===== src/rtl/shift_transfer_controller.sv =====
`default_nettype none
// ============================================================================
// Module      : shift_transfer_controller
// Description : Full-duplex serial transfer sequencer. Accepts a parallel word
//               and shift direction over a valid/ready handshake, shifts it
//               out on so while capturing si for exactly N cycles, then
//               returns the captured word over a second valid/ready handshake.
// Revision    : 1.0 - initial release
// ============================================================================
module shift_transfer_controller #(
  parameter int N = 4
) (
  input  logic         clk,
  input  logic         rst,
  input  logic         tx_valid,
  output logic         tx_ready,
  input  logic [N-1:0] tx_data,
  input  logic         dir,
  input  logic         abort,
  input  logic         si,
  output logic         so,
  output logic         busy,
  output logic         rx_valid,
  input  logic         rx_ready,
  output logic [N-1:0] rx_data
);

  localparam int CW = $clog2(N);

  localparam logic [1:0] ST_IDLE  = 2'd0;
  localparam logic [1:0] ST_SHIFT = 2'd1;
  localparam logic [1:0] ST_DONE  = 2'd2;

  localparam logic [CW-1:0] CNT_LAST = CW'(N - 1);

  logic [1:0]    state;
  logic [1:0]    state_nxt;
  logic [N-1:0]  sh;
  logic          dir_q;
  logic [CW-1:0] cnt;

  logic          accept;
  logic          last_bit;
  logic          shift_en;
  logic [N-1:0]  sh_next;

  // Handshake and shift qualifiers shared by the FSM and the datapath
  always_comb begin
    tx_ready = rst && ((state == ST_IDLE) || ((state == ST_DONE) && rx_ready));
    accept   = tx_valid && tx_ready;
    last_bit = (cnt == CNT_LAST);
    shift_en = (state == ST_SHIFT) && !abort;
    sh_next  = dir_q ? {si, sh[N-1:1]} : {sh[N-2:0], si};
  end

  // State register
  always_ff @(posedge clk) begin
    if (!rst) begin
      state <= ST_IDLE;
    end else begin
      state <= state_nxt;
    end
  end

  // Next-state logic: abort beats completion on the final shift cycle
  always_comb begin
    state_nxt = state;
    case (state)
      ST_IDLE: begin
        if (accept) state_nxt = ST_SHIFT;
      end
      ST_SHIFT: begin
        if (abort)         state_nxt = ST_IDLE;
        else if (last_bit) state_nxt = ST_DONE;
      end
      ST_DONE: begin
        if (accept)        state_nxt = ST_SHIFT;
        else if (rx_ready) state_nxt = ST_IDLE;
      end
      default: state_nxt = ST_IDLE;
    endcase
  end

  // Outputs: serial bit and busy are only driven while shifting
  always_comb begin
    busy = rst && (state == ST_SHIFT);
    so   = 1'b0;
    if (busy) so = dir_q ? sh[0] : sh[N-1];
  end

  // Datapath: shift register, bit counter and captured result
  always_ff @(posedge clk) begin
    if (!rst) begin
      sh       <= '0;
      dir_q    <= 1'b0;
      cnt      <= '0;
      rx_data  <= '0;
      rx_valid <= 1'b0;
    end else begin
      if (accept) begin
        sh    <= tx_data;
        dir_q <= dir;
        cnt   <= '0;
      end else if (shift_en) begin
        sh  <= sh_next;
        cnt <= cnt + CW'(1);
      end

      if (shift_en && last_bit) begin
        rx_data  <= sh_next;
        rx_valid <= 1'b1;
      end else if ((state == ST_DONE) && rx_ready) begin
        rx_valid <= 1'b0;
      end
    end
  end

endmodule
`default_nettype wire

===== config.mk =====
export PLATFORM = sky130hd
export DESIGN_NAME = shift_transfer_controller
export DESIGN_NICKNAME = d
export VERILOG_FILES = /design/src/rtl/shift_transfer_controller.sv
export SDC_FILE = /design/constraint.sdc
export NUM_CORES = 1
export LEC_CHECK = 0
export ABC_AREA = 1
export CORE_MARGIN = 10
export CORE_UTILIZATION = 35
export CTS_BUF_LIST = sky130_fd_sc_hd__clkbuf_4 sky130_fd_sc_hd__clkbuf_8
export DETAILED_ROUTE_END_ITERATION = 7
export GPL_TIMING_DRIVEN = 0
export PLACE_DENSITY_LB_ADDON = 0.1
export SLEW_MARGIN = 10
export SYNTH_ARGS = -nofsm -noshare
export SYNTH_HDL_FRONTEND = slang
export SYNTH_SLANG_ARGS = --single-unit

===== constraint.sdc =====
create_clock -name clk -period 1 [get_ports clk]
set_input_delay 0.2 -clock clk [delete_from_list [all_inputs] [get_ports clk]]
set_output_delay 0.2 -clock clk [all_outputs]
set_load 0.005 [all_outputs]

==> results.yml <==
synthesis:
  avgSynthCellArea_um2: 6.34
  ys_types: 17
  ys_seq_area_share_pct: 37.1
  mappedNetlistArea_um2: 754
  synthCells: 119
  synth_seq_cells: 14
  synth_fp_nets: 131
  synth_warnings: 0
finish:
  drive_above_1_share_pct: 39.7
  antenna_cells: 0
  nets: 170
  area_growth_syn_to_layout_pct: 54.2
  nFillCells: 207
  final_core_util_pct: 58.1
timing:
  fin_crit_sh_pct: 132
  finalHoldWorstSlack_ns: 0.406
  finalCriticalPeriod_ns: 1.32
  setup_viol: 17
  fin_skew_ns: 0.00243
  slew_viol_final: 0
  tns_ns: -2.58
  relSlewSlack_pct: 65.0
  setup_ws_ns: -0.319
  tightestPinTransition_ns: 0.525
  fmax_ghz: 0.758
  rsz0062_at_grt: "yes"
  hold_viol: 0
setup_path:
  cp_top_family: "flip-flops"
  path_buf_inv: 2
  path_cells: "buf_12, nor2_4, and2_1, buf_2"
  critPathRequiredTime_ns: 0.80
  crit_arrival_ns: 1.12
  cp_max_fo: 2
  crit_type: "register to primary output"
  crit_path_end_kind: "primary output"
  worstSetupStartpointType: "register"
  critPathSlowestCell: "dfxtp_4"
  max_stage_delay_ns: 0.37
clock_tree:
  h-tree-depth: 1
  cts_num_sinks: 14
  clock_latency_ns: 0.28
  cts_tree: "built"
  clockRootBuffer: "clkbuf_4"
  numCtsBuffers: 3
  clk_pin_slew_ns: 0.09
  max-clock-path-buffers: 2
detailed_routing:
  drc: 0
  drt_iter0_markers: 49
  avgRoutedWirePerCell_um: 11.7
  firstDrtPassIters: 4
  vias: 840
  ant_nets: 0
  via_per_inst: 4.59
  drt-total-wl_mm: 2.14
grt:
  antenna_found_initial: 0
  overflow: 0
  grt_use_total_pct: 10.1
  grt_pass1_wl_mm: 3.53
  grt_pass1_vias: 821
  grt_max_degree: 11
outcome:
  outcome: "finished with violations"
  violations: "negative setup slack"
die:
  start_util_pct: 37.7
  coreArea_um2: 2000
  die_h_um: 66.4
  die_area_um2: 4410
  ios: 19
  rows: 16
  die_w_um: 66.4
pwr:
  p_leak_nw: 0.551
  p_per_area_nw_per_um2: 1030
  peakVddDrop_mv: 0.565
  total_power_w: 0.00119
job:
  maxCapViolCount: 0
hold_path:
  hp-class: "primary input to register"
placed_design:
  preCtsSetupSlack_ns: -0.852
  numPortBuffers: 18
  dpl.hpwl_mm: 1.30
  place.gp.congestion: 0.764
-- worst reg2reg max path: cells and delay by family, from the launching register on --
| family | cells | cell delay (ns) |
|---|---|---|
| flip-flops | 1 | 0.37 |
| AND/OR/NAND/NOR | 5 | 0.37 |
| buffers and inverters | 3 | 0.36 |
-- cell families (layout without fill, tap and decap cells) --
kind of cell             after synthesis  count (layout)  synth area share, %
AO/OA/AOI/OAI                          5               5                 3.65
XOR/XNOR                               1               1                 1.16
adder cells (fa/ha/maj)                1               1                 1.66
buffers and inverters                 20              56                 10.9
flip-flops                            14              14                 37.1
AND/OR/NAND/NOR                       78              79                 45.4
-- placed cells by master, fill, tap and decap left out --
| cell | count |
|---|---|
| a21boi_2 | 1 |
| a21oi_1 | 1 |
| a21oi_2 | 3 |
| and2_1 | 1 |
| buf_12 | 1 |
| buf_2 | 8 |
| buf_4 | 11 |
| buf_6 | 4 |
| clkbuf_1 | 1 |
| clkbuf_4 | 3 |
| clkdlybuf4s50_1 | 8 |
| dfxtp_1 | 6 |
| dfxtp_2 | 7 |
| dfxtp_4 | 1 |
| dlygate4sd2_1 | 2 |
| ha_1 | 1 |
| inv_1 | 13 |
| inv_2 | 5 |
| nand2_1 | 33 |
| nand2_2 | 9 |
| nand2_4 | 1 |
| nand3_1 | 2 |
| nand3_4 | 2 |
| nand4_1 | 4 |
| nor2_1 | 21 |
| nor2_2 | 4 |
| nor2_4 | 2 |
| xor2_1 | 1 |
-- flip-flops by register name, summed over array words and instances, names as in the netlist --
register and cells:
rx_data 4, sh 4, cnt 2, state 2
dir_q 1, rx_valid 1
-- cell type report --
cell class | count | area (um^2) | share of cell area (%)
buffer | 2 | 15.0 | 1.29
clock buffer | 3 | 22.5 | 1.94
tap | 27 | 33.8 | 2.90
multi-input combinational | 86 | 458 | 39.4
timing repair buffer | 33 | 274 | 23.5
sequential | 14 | 293 | 25.2
inverter | 18 | 67.6 | 5.81
-- metrics by stage --
step	cells	area [um^2]
floorplan	119	756
global placement	164	970
detailed placement	164	970
CTS	181	1120
global route	183	1160
finish	183	1160
-- synth_stat cells, drive strengths merged --
library cell | count | area (um^2)
a21oi | 4 | 20.0
inv | 18 | 67.6
clkbuf | 1 | 3.75
nand3 | 4 | 37.5
buf | 1 | 11.3
ha | 1 | 12.5
a21boi | 1 | 7.51
dfxtp | 14 | 280
xor2 | 1 | 8.76
nor2 | 26 | 113
nand2 | 43 | 161
nand4 | 4 | 25.0
and2 | 1 | 6.26
-- per-layer routing --
metal | up-vias | global-route usage (%) | share of wire (%)
met1 | 385 | 11.8 | 46
met5 | - | 0 | 0
li1 | 436 | - | -
met2 | 17 | 15.7 | 46
met3 | 2 | 3.56 | 6.5
met4 | 0 | 5.50 | 0.79
-- power breakdown --
part | internal [W] | switching, W | total (W)
sequential | 0.000576 | 0.0000181 | 0.000594
clock | 0.000140 | 0.000190 | 0.000330
combinational | 0.000139 | 0.000132 | 0.000271
-- worst paths after layout --
kind / from / end / slack (ns) / depth (start not counted)
worst max-delay path: state[0]$_SDFFE_PN0P_ / tx_ready / -0.32 / 4
worst min-delay path: rx_ready / rx_valid$_SDFFE_PN0P_ / 0.41 / 4
worst max register to register: state[0]$_SDFFE_PN0P_ / sh[3]$_SDFFE_PN0P_ / -0.19 / 8
worst min register to register: rx_data[0]$_SDFFE_PN0P_ / rx_data[0]$_SDFFE_PN0P_ / 0.47 / 2
-- repair_timing --
item                                    4_1_cts  5_1_grt
pin swaps                                    13       11
cloned                                        2        0
hold buffers                                  0        0
resized for setup                            59       10
setup buffers                                14        3
endpoints found under the setup margin       22       17
Power figures use the tool's default switching activity.
